--- src/rtl/rr_arb_pkg.sv ---
// Shared types and constants for the 4-channel round-robin arbiter.
//   state_t   : arbiter state (IDLE = output empty, HOLD = output word pending)
//   N_CH      : number of request channels
//   MAX_BURST : maximum consecutive words granted to one channel when
//               burst locking (RR_ARB_LOCK_EN) is compiled in
//   onehot4() : 2-bit channel index to 4-bit one-hot vector
package rr_arb_pkg;

    localparam int unsigned N_CH      = 4;
    localparam int unsigned MAX_BURST = 4;

    typedef enum logic {
        IDLE = 1'b0,
        HOLD = 1'b1
    } state_t;

    function automatic logic [3:0] onehot4(input logic [1:0] k);
        return 4'b0001 << k;
    endfunction

endpackage

--- src/rtl/rr_pick4.sv ---
// Combinational rotating-priority picker for 4 requesters.
//   req[3:0]  : raw request vector
//   mask[3:0] : requests to ignore this cycle
//   ptr[1:0]  : highest-priority channel; search runs ptr, ptr+1, ... mod 4
//   any       : at least one unmasked request present
//   idx[1:0]  : index of the winning channel (ptr when any = 0)
module rr_pick4
    import rr_arb_pkg::*;
(
    input  logic [3:0] req,
    input  logic [3:0] mask,
    input  logic [1:0] ptr,
    output logic       any,
    output logic [1:0] idx
);

    logic [3:0] live;
    logic [1:0] cand;

    assign live = req & ~mask;

    // First live request found walking upward from ptr with wrap.
    always_comb begin
        any  = 1'b0;
        idx  = ptr;
        cand = ptr;
        for (int k = 0; k < int'(N_CH); k++) begin
            cand = ptr + 2'(k);
            if (!any && live[cand]) begin
                any = 1'b1;
                idx = cand;
            end
        end
    end

endmodule

--- src/rtl/rr_arb_4x1.sv ---
// 4:1 round-robin arbiter with a one-word registered output stage.
// Optional feature: define RR_ARB_LOCK_EN to enable burst locking, where a
// channel that keeps req high is re-granted for up to MAX_BURST consecutive
// words before rotation is forced.
//   clk, rst       : clock, synchronous active-high reset
//   req[3:0]       : per-channel request
//   i0..i3 [W-1:0] : channel data, captured when the channel wins
//   sel[1:0]       : channel currently granted (downstream mux select)
//   gnt[3:0]       : one-hot acknowledge in the cycle the word is accepted
//   y[W-1:0]       : registered copy of the granted channel's data
//   y_valid        : y holds an unaccepted word
//   y_ready        : downstream accepts y when y_valid & y_ready
module rr_arb_4x1 #(
    parameter int unsigned W = 1
) (
    input  logic         clk,
    input  logic         rst,
    input  logic [3:0]   req,
    input  logic [W-1:0] i0,
    input  logic [W-1:0] i1,
    input  logic [W-1:0] i2,
    input  logic [W-1:0] i3,
    output logic [1:0]   sel,
    output logic [3:0]   gnt,
    output logic [W-1:0] y,
    output logic         y_valid,
    input  logic         y_ready
);

    import rr_arb_pkg::*;

    state_t       state, state_n;
    logic [1:0]   ptr, ptr_n;
    logic [1:0]   sel_n;
    logic [W-1:0] y_n;

    logic         accept;
    logic         regrant;
    logic [1:0]   pick_ptr;
    logic [3:0]   pick_mask;
    logic         pick_any;
    logic [1:0]   pick_idx;
    logic [1:0]   data_idx;
    logic [W-1:0] data_mux;

`ifdef RR_ARB_LOCK_EN
    logic [1:0]   burst, burst_n;
`endif

    assign y_valid = (state == HOLD);

    // Reset suppresses the accept so a discarded word is never acknowledged.
    assign accept = y_valid & y_ready & ~rst;

    // gnt must coincide with the accept cycle, so it follows y_ready directly.
    assign gnt = accept ? onehot4(sel) : 4'b0000;

    // On accept, re-arbitrate from sel+1 with the accepted channel masked.
    assign pick_ptr  = accept ? (sel + 2'd1) : ptr;
    assign pick_mask = accept ? onehot4(sel) : 4'b0000;

`ifdef RR_ARB_LOCK_EN
    // Keep the same channel while it still requests, until the burst is full.
    assign regrant = accept & req[sel] & (burst != 2'(MAX_BURST - 1));
`else
    assign regrant = 1'b0;
`endif

    rr_pick4 u_pick (
        .req  (req),
        .mask (pick_mask),
        .ptr  (pick_ptr),
        .any  (pick_any),
        .idx  (pick_idx)
    );

    // Plain 4:1 data selection by the channel being loaded into y.
    assign data_idx = regrant ? sel : pick_idx;

    always_comb begin
        case (data_idx)
            2'd0:    data_mux = i0;
            2'd1:    data_mux = i1;
            2'd2:    data_mux = i2;
            default: data_mux = i3;
        endcase
    end

    // Next-state and output-register load logic.
    always_comb begin
        state_n = state;
        ptr_n   = ptr;
        sel_n   = sel;
        y_n     = y;
`ifdef RR_ARB_LOCK_EN
        burst_n = burst;
`endif
        case (state)
            IDLE: begin
                if (pick_any) begin
                    state_n = HOLD;
                    sel_n   = pick_idx;
                    y_n     = data_mux;
                end
            end
            HOLD: begin
                if (accept) begin
                    ptr_n = pick_ptr;
                    if (regrant) begin
                        y_n = data_mux;
`ifdef RR_ARB_LOCK_EN
                        burst_n = burst + 2'd1;
`endif
                    end else begin
`ifdef RR_ARB_LOCK_EN
                        burst_n = 2'd0;
`endif
                        if (pick_any) begin
                            sel_n = pick_idx;
                            y_n   = data_mux;
                        end else begin
                            state_n = IDLE;
                        end
                    end
                end
            end
            default: state_n = IDLE;
        endcase
    end

    // State and output registers.
    always_ff @(posedge clk) begin
        if (rst) begin
            state <= IDLE;
            ptr   <= 2'd0;
            sel   <= 2'd0;
            y     <= '0;
`ifdef RR_ARB_LOCK_EN
            burst <= 2'd0;
`endif
        end else begin
            state <= state_n;
            ptr   <= ptr_n;
            sel   <= sel_n;
            y     <= y_n;
`ifdef RR_ARB_LOCK_EN
            burst <= burst_n;
`endif
        end
    end

endmodule

--- config.mk ---
export PLATFORM = sky130hd
export DESIGN_NAME = rr_arb_4x1
export DESIGN_NICKNAME = d
export VERILOG_FILES = /design/src/rtl/rr_arb_pkg.sv /design/src/rtl/rr_pick4.sv /design/src/rtl/rr_arb_4x1.sv
export SDC_FILE = /design/constraint.sdc
export NUM_CORES = 1
export LEC_CHECK = 0
export CAP_MARGIN = 20
export CORE_MARGIN = 2
export CORE_UTILIZATION = 35
export DETAILED_ROUTE_END_ITERATION = 16
export PLACE_DENSITY_LB_ADDON = 0.08
export SYNTH_ARGS = -nofsm -noshare
export SYNTH_HDL_FRONTEND = slang
export SYNTH_SLANG_ARGS = --single-unit
--- constraint.sdc ---
create_clock -name clk -period 2.4 [get_ports clk]
set_input_delay 0.48 -clock clk [delete_from_list [all_inputs] [get_ports clk]]
set_output_delay 0.48 -clock clk [all_outputs]
set_load 0.1 [all_outputs]
==> impl_metrics.json <==
{
  "reg2reg_depth": 9,
  "holdPathEnd": "sel[0]",
  "num-nets-final": 111,
  "antenna_found_initial": 0,
  "hp-start": "sel[0]",
  "die_w_um": 44.8,
  "drv_cap": 0,
  "ys_ff_latch": 6,
  "cts.path.max_buffers": 2,
  "skew_ns": 0.00452,
  "cts_setup_buffers": 0,
  "htree_num_levels": 1,
  "rows": 14,
  "p_per_area_nw_per_um2": 424,
  "ys_warn_count": 0,
  "synth_cells": 62,
  "layout-drive-gt1-share_pct": 40.0,
  "critPathTopFamily": "buffers and inverters",
  "cts_inserted_buffers": 3,
  "grt-ovfl-total": 0,
  "grt_pass1_wl_mm": 2.52,
  "hold-worst-slack_ns": 0.498,
  "postLayoutCoreUtil_pct": 60.8,
  "clkSlewWorstSetupHoldPaths_ns": 0.05,
  "ctsHoldBuffers": 0,
  "fmax_mhz": 447,
  "die_area_um2": 2000,
  "drc_errors": 0,
  "hold_viol": 0,
  "crit_path_frequent_cell": "buf_4",
  "setup_viol": 0,
  "ys.flop_type": "dfxtp_1",
  "maxSlewViolCount": 0,
  "vias": 561,
  "ant_nets": 0,
  "r2r_start": "sel[0]",
  "crit_chain": "clkdlybuf4s50_1, buf_4, nand4b_1, buf_4, inv_1, buf_12",
  "final_cells": 111,
  "diodes": 0,
  "leakagePower_nw": 0.427,
  "power.total_uw": 393,
  "synth_nets": 77,
  "period_needed_ns": 2.24,
  "dp.cells": 107,
  "multiInputGateArea_um2": 417,
  "io_buffer_count": 18,
  "finalWirelength_mm": 1.36,
  "syn_to_final_growth_pct": 59.1,
  "crit_arrival_ns": 1.76,
  "hold_depth": 2,
  "pwr-share-clk_pct": 25.2,
  "root_buffer": "clkbuf_4",
  "cts_tree": "yes",
  "p_int_uw": 246,
  "rsz0062_at_grt": "false",
  "drt-pass1-iter-count": 4,
  "pwr-share-seq_pct": 29.0,
  "p_sw_uw": 147,
  "gr-usage-all-layers_pct": 17.1,
  "status": "complete, no violations",
  "endpoint_kind": "output port",
  "period_share_pct": 93.1,
  "slowest_stage": "clkdlybuf4s50_1",
  "drtIter0Drc": 8,
  "vdd_drop_max_mv": 0.370,
  "avgSynthCellArea_um2": 9.38,
  "start_kind": "input pin",
  "clkLatencyLatePin_ns": 0.24,
  "io-pin-count": 19,
  "r2r-end": "y",
  "wl_per_cell_um": 12.2,
  "ys_async_sr_fraction_pct": 0,
  "vias_per_cell": 5.05,
  "synth_edf_count": 0,
  "clkSinkCount": 6,
  "ys_seq_area_share_pct": 20.6,
  "min_path_type": "reg -> reg",
  "grt_pass1_vias": 568,
  "grt_max_degree": 8,
  "required_ns": 1.92,
  "worst_pin_slew_ns": 0.345,
  "cp_num_buf_inv": 5,
  "postCtsResizedCells": 0,
  "coreArea_um2": 1520,
  "cp_slowest_stage_delay_ns": 0.49,
  "path_class": "in -> out",
  "gp_congestion": 0.724,
  "initial_core_util_pct": 38.2,
  "crit_path_max_fanout": 4,
  "synth_area_um2": 582,
  "switching_share_pct": 37.5,
  "hpwl_mm": 1.16,
  "combPwrFrac_pct": 45.8,
  "synthDistinctLibCells": 33,
  "slew_headroom_pct": 76.9,
  "n_fill_cell": 147,
  "reg2reg_slack_ns": 0.43,
  "die_y_um": 44.8,
  "regArea_um2": 129
}
## cell families after synthesis
logic type      Yosys count  synth area share [%]
simple gates             22                  23.9
mux                       6                  12.7
compound gates           16                  26.2
flops                     6                  20.6
fa+ha+maj                 4                  8.60
buf+inv                   8                  7.96
## through the flow
| step | cell area, um2 | setup TNS [ns] | setup slack, ns |
|---|---|---|---|
| after floorplan | 591 | 0 | 0.00678 |
| after CTS | 925 | 0 | 0.0802 |
| final | 926 | 0 | 0.165 |
| after global placement | 898 | -0.152 | -0.0898 |
| after detailed placement | 898 | -0.373 | -0.173 |
| after global routing | 926 | 0 | 0.0150 |
## worst min-delay path: stages (launching register included)
cell and delay [ns]:
dfxtp_4 0.35, nand2_1 0.06, a21oi_1 0.05
## cell type report
cell class	instances	share of cell area, %
multi-input combinational	48	45.0
timing repair buffer	32	34.1
sequential	6	13.9
clock buffer	4	2.84
tap	16	2.16
inverter	5	2.03
## synthesized netlist by cell type, drive strengths merged, types with 2 or more instances
cell type  n  area (um2)
dfxtp      6         120
inv        5        18.8
mux2i      5        62.6
nor2       5        21.3
ha         4        50.1
nand2      4        15.0
a21oi      3        15.0
and2       3        21.3
buf        3        27.5
nand3b     3        26.3
a22oi      2        15.0
a2bb2oi    2        23.8
nand2b     2        12.5
nand4b     2        17.5
## flip-flops by register name, indices dropped and copies added, names as in the netlist
name and cells:
y 1, y_valid 1, ptr 2, sel 2
## layout by cell type (no fill, tap or decap), types with 3 or more instances in the layout
| cell | synthesis | layout |
|---|---|---|
| a21oi_1 | 3 | 3 |
| mux2i_1 | 4 | 4 |
| nor2_1 | 4 | 4 |
| clkdlybuf4s50_1 | 0 | 10 |
| nand2_1 | 4 | 4 |
| ha_1 | 4 | 4 |
| buf_4 | 0 | 18 |
| buf_12 | 0 | 4 |
| clkbuf_4 | 0 | 3 |
| inv_1 | 5 | 5 |
| dfxtp_1 | 6 | 3 |
## worst max-delay path by stage
stage / end / cells after the start / slack (ns) / from
floorplan: y / 7 / 0.007 / y_valid
global placement: y / 7 / -0.09 / rst
detailed placement: y / 7 / -0.17 / rst
CTS: y / 7 / 0.08 / rst
global route: y / 9 / 0.01 / rst
finish: gnt[2] / 6 / 0.16 / y_ready
## per-layer routing
layer  up-vias  part of all wire (%)  global-route usage (%)
li1        294                     -                       -
met1       258                    45                    20.6
met2         9                    53                    29.6
met3         0                   2.4                    3.60
met4         0                     0                    7.06
met5         -                     0                       0
## power by group through the flow
stage,clock [mW],combinational (mW),sequential (mW)
after global placement,0,0.180,0.115
after floorplan,0,0.0801,0.156
after global routing,0.113,0.193,0.115
after detailed placement,0,0.180,0.116
final,0.0990,0.180,0.114
after CTS,0.104,0.181,0.114
No activity file was read; power rests on OpenSTA's default activity.
